==> src/rtl/adder_sum_pipe.sv <==
// adder_sum_pipe: final prefix levels (span 16 .. DATA_W/2), carry resolution, sum/cout/flags.
// Latency: 2 cycles from input acceptance to out_valid; throughput one bundle per cycle.
// Backpressure: valid/ready; stages hold while out_ready is low, in_ready drops once both are full.
// Optional: zero_out/ovf_out/neg_out are built only when ADDER_SUM_FLAGS_EN is defined, else tied to 0.

`ifndef LEN_DATA
`define LEN_DATA 32
`endif

module adder_sum_pipe #(
    parameter int DATA_W = `LEN_DATA
) (
    input  logic              clk,
    input  logic              rst,
    input  logic              flush,
    input  logic              in_valid,
    output logic              in_ready,
    input  logic [DATA_W-1:0] g_in,
    input  logic [DATA_W-1:0] p_in,
    input  logic [DATA_W-1:0] h_in,
    input  logic              c_in,
    output logic              out_valid,
    input  logic              out_ready,
    output logic [DATA_W-1:0] sum_out,
    output logic              cout_out,
    output logic              zero_out,
    output logic              ovf_out,
    output logic              neg_out
);

    // Bit-index width; also the number of prefix levels needed for full span.
    localparam int IW = $clog2(DATA_W);

    // Handshake
    logic w_adv1;
    logic w_adv2;
    logic w_acc;

    // Stage 1 (span-16 level) combinational result
    logic [DATA_W-1:0] w_g1;
    logic [DATA_W-1:0] w_p1;
    int                w_j1;

    // R1 registers
    logic              r_v1;
    logic [DATA_W-1:0] r_g1;
    logic [DATA_W-1:0] r_p1;
    logic [DATA_W-1:0] r_h1;
    logic              r_c1;

    // Stage 2 combinational result
    logic [DATA_W-1:0] w_g2;
    logic [DATA_W-1:0] w_p2;
    int                w_j2;
    logic [DATA_W-1:0] w_c;
    logic [DATA_W-1:0] w_sum;
    logic              w_cout;

    // R2 registers
    logic              r_v2;
    logic [DATA_W-1:0] r_sum;
    logic              r_cout;

    // A stage advances when it is empty or the stage below is advancing.
    assign w_adv2   = !r_v2 || out_ready;
    assign w_adv1   = !r_v1 || w_adv2;
    assign in_ready = w_adv1 && !rst && !flush;
    assign w_acc    = in_valid && in_ready;

    // Span-16 level: upper half of every 32-bit block combines with the top bit of its lower half.
    always_comb begin
        w_g1 = g_in;
        w_p1 = p_in;
        w_j1 = 0;
        for (int i = 16; i < DATA_W; i++) begin
            if (i[4]) begin
                w_j1 = (i | 15) & ~16;
                w_g1[IW'(i)] = g_in[IW'(i)] | (p_in[IW'(i)] & g_in[IW'(w_j1)]);
                w_p1[IW'(i)] = p_in[IW'(i)] & p_in[IW'(w_j1)];
            end
        end
    end

    // Remaining levels (span 32 .. DATA_W/2), updated in place: the partner bit j has bit L
    // cleared, so it is never modified at the level that reads it.
    always_comb begin
        w_g2 = r_g1;
        w_p2 = r_p1;
        w_j2 = 0;
        for (int lvl = 5; lvl < IW; lvl++) begin
            for (int i = 0; i < DATA_W; i++) begin
                if (((i >> lvl) & 1) == 1) begin
                    w_j2 = (i | ((1 << lvl) - 1)) & ~(1 << lvl);
                    w_g2[IW'(i)] = w_g2[IW'(i)] | (w_p2[IW'(i)] & w_g2[IW'(w_j2)]);
                    w_p2[IW'(i)] = w_p2[IW'(i)] & w_p2[IW'(w_j2)];
                end
            end
        end
    end

    // Every G/P bit now spans [0..i]; fold in the carry-in to get the carry into each bit.
    assign w_c    = {w_g2[DATA_W-2:0] | (w_p2[DATA_W-2:0] & {(DATA_W-1){r_c1}}), r_c1};
    assign w_sum  = r_h1 ^ w_c;
    assign w_cout = w_g2[DATA_W-1] | (w_p2[DATA_W-1] & r_c1);

    // Pipeline valids and data; data registers load only alongside a valid being set.
    always_ff @(posedge clk) begin
        if (rst) begin
            r_v1   <= 1'b0;
            r_v2   <= 1'b0;
            r_g1   <= '0;
            r_p1   <= '0;
            r_h1   <= '0;
            r_c1   <= 1'b0;
            r_sum  <= '0;
            r_cout <= 1'b0;
        end else if (flush) begin
            r_v1 <= 1'b0;
            r_v2 <= 1'b0;
        end else begin
            if (w_adv1) begin
                r_v1 <= w_acc;
                if (w_acc) begin
                    r_g1 <= w_g1;
                    r_p1 <= w_p1;
                    r_h1 <= h_in;
                    r_c1 <= c_in;
                end
            end
            if (w_adv2) begin
                r_v2 <= r_v1;
                if (r_v1) begin
                    r_sum  <= w_sum;
                    r_cout <= w_cout;
                end
            end
        end
    end

    assign out_valid = r_v2;
    assign sum_out   = r_sum;
    assign cout_out  = r_cout;

`ifdef ADDER_SUM_FLAGS_EN
    logic w_zero;
    logic w_ovf;
    logic w_neg;
    logic r_zero;
    logic r_ovf;
    logic r_neg;

    // Signed overflow: carry into the MSB differs from carry out of it.
    assign w_zero = ~|w_sum;
    assign w_ovf  = w_c[DATA_W-1] ^ w_cout;
    assign w_neg  = w_sum[DATA_W-1];

    // Flags travel in R2 alongside the sum they describe.
    always_ff @(posedge clk) begin
        if (rst) begin
            r_zero <= 1'b0;
            r_ovf  <= 1'b0;
            r_neg  <= 1'b0;
        end else if (!flush && w_adv2 && r_v1) begin
            r_zero <= w_zero;
            r_ovf  <= w_ovf;
            r_neg  <= w_neg;
        end
    end

    assign zero_out = r_zero;
    assign ovf_out  = r_ovf;
    assign neg_out  = r_neg;
`else
    assign zero_out = 1'b0;
    assign ovf_out  = 1'b0;
    assign neg_out  = 1'b0;
`endif

endmodule

==> config.mk <==
export PLATFORM = sky130hd
export DESIGN_NAME = adder_sum_pipe
export DESIGN_NICKNAME = d
export VERILOG_FILES = /design/src/rtl/adder_sum_pipe.sv
export SDC_FILE = /design/constraint.sdc
export NUM_CORES = 1
export LEC_CHECK = 0
export CAP_MARGIN = 25
export CORE_UTILIZATION = 48
export DETAILED_ROUTE_END_ITERATION = 10
export PLACE_DENSITY = 0.88
export SYNTH_ARGS = -nofsm -noshare
export SYNTH_HDL_FRONTEND = slang
export SYNTH_SLANG_ARGS = --single-unit
==> constraint.sdc <==
create_clock -name clk -period 1.6 [get_ports clk]
set_input_delay 0.48 -clock clk [delete_from_list [all_inputs] [get_ports clk]]
set_output_delay 0.48 -clock clk [all_outputs]
set_load 0.01 [all_outputs]
After elaboration in Yosys (flattened, before gate mapping)
Index checks and enable logic that the tools add are counted.
{"block": "word_totals", "wordCells": 26, "register_bits": 132, "input_bits": 102}
{"block": "classes", "bitwise_logic": 6, "reduce_logical": 12}
{"cell": "$xor A32 B32 Y32", "n": 1}
{"cell": "$and A31 B31 Y31", "n": 1}
{"cell": "$or A31 B31 Y31", "n": 1}
{"cell": "$reduce_and A3 Y1", "n": 2}
{"cell": "$logic_not A1 Y1", "n": 4}
{"cell": "$logic_and A1 B1 Y1", "n": 3}
{"cell": "$logic_or A1 B1 Y1", "n": 2}
{"cell": "$reduce_or A2 Y1", "n": 1}
{"cell": "$and A1 B1 Y1", "n": 1}
{"cell": "$not A1 Y1", "n": 1}
{"cell": "$or A1 B1 Y1", "n": 1}

Longest topological paths before layout
{"block": "depth", "ltp_word": 7, "ltp_mapped": 8}

Worst setup path before layout
OpenSTA, ideal clock, no wires.
{"block": "synth_path", "kind": "input to register", "start": "input port rst", "end": "register r_g1[10]", "setup_slack_ns": 0.135, "n_path_buf": 4, "t_arrival_ns": 1.328, "cell_stages": 8, "required_time_ns": 1.462, "setup_time_ns": 0.138, "cell_sequence": "buf_2 -> nor2_4 -> and3_1 -> buf_4 -> buf_6 -> buf_6 -> nand2_1 -> a21oi_2"}
{"block": "synth_between", "elab_chain_len": 5}
{"item": "from (decl)", "line": "14", "source": "input logic rst,"}
{"item": "$logic_not A1 Y1", "line": "67", "source": "assign in_ready = w_adv1 && !rst && !flush;"}
{"item": "$logic_and A1 B1 Y1 (2 in series)", "line": "67"}
{"item": "$logic_and A1 B1 Y1", "line": "68", "source": "assign w_acc = in_valid && in_ready;"}
{"item": "$reduce_and A3 Y1 (no line)"}
{"item": "to (signal assigned)", "line": "124", "source": "r_g1 <= w_g1;"}
{"item": "to (decl)", "line": "46", "source": "logic [DATA_W-1:0] r_g1;"}
Parallel ways exist; a longest one is shown, timed or not.
A chain may end at the register's enable or synchronous reset.

Worst setup path in the final report
{"block": "layout_path", "start": "register r_v2, in the netlist out_valid", "end": "output port in_ready"}
{"block": "layout_between", "elab_chain_len": 5}
{"item": "from (decl)", "line": "60", "source": "logic r_v2;"}
{"item": "from (signal assigned)", "line": "131", "source": "r_v2 <= r_v1;"}
{"item": "$logic_not A1 Y1", "line": "65", "source": "assign w_adv2 = !r_v2 || out_ready;"}
{"item": "$logic_or A1 B1 Y1", "line": "65"}
{"item": "$logic_or A1 B1 Y1", "line": "66", "source": "assign w_adv1 = !r_v1 || w_adv2;"}
{"item": "$logic_and A1 B1 Y1 (2 in series)", "line": "67"}
{"item": "to (decl)", "line": "17", "source": "output logic in_ready,"}
Every way passes these cells.

==> summary.txt <==
Placed design
  • Placement Setup Slack: -687 ps
  • Detailed Place HPWL: 8890 um
  • # placed instances: 890
  • Gp weighted congestion: ~0.87
  • I/O Buffers: 136
  • Post-placement cell area: approximately 6600 sq um

Synth
  • Synth top area share: approximately half
  • Post-synth top area cell: dfxtp_1
  • Synth Warn #: 0
  • Synth unique cells: 24
  • Main combinational cell family by area after synthesis: simple AND/OR/NAND/NOR gates
  • Post-Synth XOR/XNOR Area: ~5.5%
  • Post-Synthesis Cells: approximately 650
  • Mux cell area share after synthesis: 0%
  • Synth Area in Compound Gates: roughly 17%
  • Adder-Cell Fraction of Synth Area: 0%
  • Seq/Total Area, Yosys: about half
  • Top-count cell post-synth: nand2_1
  • EDFF count, synth: 0
  • Top_reg_cell synth: dfxtp_1
  • Synthesized area: between 5000 and 6000 sq um
  • Post-Synth Simple-Gate Area: roughly a fifth
  • Post-synthesis register bit count: 132
  • Ranking of synthesized cells by area: dfxtp_1, nand2_1, a21oi_1
  • Post-synth top cells: nand2_1, a21oi_1, dfxtp_1, xnor2_1, clkbuf_1
  • Syn_area_per_cell: between 7 and 8 sq um
  • Async SR Flop Fraction: 0%

Layout
  • NumNets Final: approximately 900
  • Final std cells w/o fill: 922
  • Area Overhead vs Synth: 38.5%
  • Ratio of cells with drive above 1 in the final layout: between 10% and 20%
  • Number of fill cells: between 800 and 900
  • Post-route cell area: about 7000 sq um
  • Antenna Cells: 0

Critical path
  • Crit Path Class: reg2out
  • R2R Setup Slk: 140 ps
  • CP startpoint kind: flip-flop
  • Worst Reg-to-Reg Cells: 6
  • Critical-path cell list: nand3b_4 -> and2_4 -> buf_6
  • Reg2Reg Launch Point: out_valid
  • CP delay by family, top: flip-flops
  • Slowest cell on the critical path: dfxtp_4
  • CP max stage delay: 370 ps
  • Critical Path AT: 1200 ps
  • Reg-to-Reg End: sum_out[9]
  • WP buf/inv: 1
  • Crit Path Max Fanout: 3
  • Critical Path RT: ~1100 ps
  • CP endpoint kind: primary output

Timing
  • Minimum clock period: around 1700 ps
  • Setup Skew: approximately 8.6 ps
  • Fin crit share: 105%
  • RSZ-0062 raised after global routing: true
  • Final setup viols: 1
  • Worst Setup Slack, final: -76.7 ps
  • Final max-slew violation count: 0
  • Achievable frequency: a little under 0.6 GHz
  • Worst slew pin tran: 659 ps
  • Setup TNS: -76.7 ps
  • Hold Fails Final Rpt: 0
  • Max_slew headroom: ~56%
  • Hold Slack: 413 ps

Run status
  • Outcome: finished with violations
  • Failing checks: setup timing

Clocking
  • Deepest clock path buffer count: 2
  • Worst-skew pair later-pin latency: 500 ps
  • CTS buffer count: 17
  • Clk sinks: 132
  • CTS H-tree lvls: 4
  • CTS tree: yes
  • CTS Hold Buffers Added: 0
  • Worst-path clk slew: around 60 ps
  • Clock Tree Root: clkbuf_8

Detailed routing
  • Routed vias: around 4.8k
  • Drt total wl: 13200 um
  • DRC Markers: 0
  • Via-per-instance ratio: between 5 and 6
  • WL/cell: 14.3 um
  • 1st-iter DRT viols: 270
  • DRT Pass-1 Iters: 5
  • Detail Route Antenna Nets: 0

Hold path
  • Hold depth: 4
  • Hold path endpoint: out_valid
  • Hold wc startpoint: rst
  • Hold WC Path Type: in2reg

Die
  • Row cnt: 37
  • Core area: approximately 10000 sq um
  • Die width: between 100 and 150 um
  • Initial core utilization: 49.5%
  • Die Ht: 105 um
  • IO Pins: 140
  • Die area: 11100 sq um

Power
  • Logic pwr share: 8.5%
  • Maximum VDD drop: between 0.0007 and 0.0008 V
  • Pwr/cell area: roughly 1100 nW/um^2
  • Share of power burned in registers: between 40% and 50%
  • Clock power frac: 46.6%
  • P_leak: roughly 2.5 nW
  • Int Power: roughly 0.0059 W
  • Switch Pwr: roughly 0.0018 W
  • Switching Share: approximately a quarter

GRT
  • GR Overflow Total: 0
  • Antenna violations before repair: 0
  • Largest net degree at the start of global routing: 67
  • Vias in the first global route: 4812
  • Global-route wire length before repair: between 20000 and 25000 um
  • Global-route usage over all layers: 24.6%

Flow run
  • Max-Cap Viols: 0
[routing by layer]
layer | vias up | track usage, % | part of all wire, %
li1 | 2330 | - | -
met1 | 2226 | 29.3 | 43
met2 | 187 | 43.7 | 51
met3 | 18 | 5.43 | 5.1
met4 | 0 | 8.15 | 1.6
met5 | - | 0 | 0
[registers in the layout, summed over array words and instances, names as in the netlist]
| name | count |
|---|---|
| r_h1 | 32 |
| sum_out | 32 |
| r_c1 | 1 |
| cout_out | 1 |
| r_p1 | 32 |
| r_v1 | 1 |
| r_g1 | 32 |
| out_valid | 1 |
[kinds of logic after synthesis]
logic type,Yosys count
simple gates,267
xor+xnor,32
other cells,1
compound gates,163
flops,132
buf+inv,51
[through the flow]
| step | total power (W) | utilization [%] |
|---|---|---|
| global placement | 0.00413 | 64.0 |
| floorplan | 0.00379 | - |
| global route | 0.00793 | 68.5 |
| CTS | 0.00770 | 69.3 |
| finish | 0.00765 | 68.5 |
| detailed placement | 0.00416 | 64.0 |
[worst max-delay path by stage]
stage,from,end,depth (start not counted)
finish,out_valid,in_ready,3
global route,out_valid,in_ready,3
CTS,out_valid,in_ready,3
detailed placement,out_ready,in_ready,4
global placement,out_ready,in_ready,4
floorplan,rst,r_g1[10],8
[worst register-to-register path: stages (launching register included)]
cell and delay, ps:
dfxtp_4 360, nor2b_4 130, buf_4 140, nor3b_4 230, buf_4 280, nand2_1 100, a21oi_1 160
[power groups by stage]
| stage | Clock, W | Sequential, W | Combinational (W) |
|---|---|---|---|
| after floorplan | 0 | 0.00349 | 0.000301 |
| after global placement | 0 | 0.00349 | 0.000640 |
| after detailed placement | 0 | 0.00350 | 0.000656 |
| after CTS | 0.00361 | 0.00343 | 0.000658 |
| after global routing | 0.00379 | 0.00344 | 0.000712 |
| final | 0.00357 | 0.00343 | 0.000654 |
[timing repair]
action,4_1_cts,5_1_grt
gates resized for setup,69,40
setup endpoints to repair,36,34
buffers inserted,0,0
endpoints found under the hold margin,0,0
[placed cells by master (no fill, tap or decap), types with 2 or more instances in the layout]
| cell | n |
|---|---|
| xnor2_1 | 32 |
| clkbuf_2 | 20 |
| clkinvlp_4 | 5 |
| nand2_1 | 256 |
| clkdlybuf4s15_1 | 9 |
| conb_1 | 3 |
| dfxtp_2 | 5 |
| clkdlybuf4s15_2 | 4 |
| clkinv_4 | 3 |
| nor2_1 | 2 |
| buf_4 | 16 |
| a21oi_1 | 153 |
| a211oi_1 | 2 |
| dlygate4sd2_1 | 2 |
| clkbuf_8 | 2 |
| clkbuf_16 | 16 |
| a21oi_2 | 6 |
| clkdlybuf4s50_1 | 98 |
| buf_12 | 5 |
| dfxtp_1 | 126 |
| inv_6 | 3 |
[layout make-up]
| class | instances | area [sq um] | area share, % |
|---|---|---|---|
| Clock buffer | 19 | 432 | 6.10 |
| Clock inverter | 13 | 125 | 1.77 |
| Inverter | 1 | 3.75 | 0.0531 |
| Multi-Input combinational cell | 465 | 2220 | 31.4 |
| Sequential cell | 132 | 2650 | 37.5 |
| Tap cell | 136 | 170 | 2.41 |
| Timing Repair Buffer | 156 | 1470 | 20.8 |
Power figures use the tool's default switching activity.
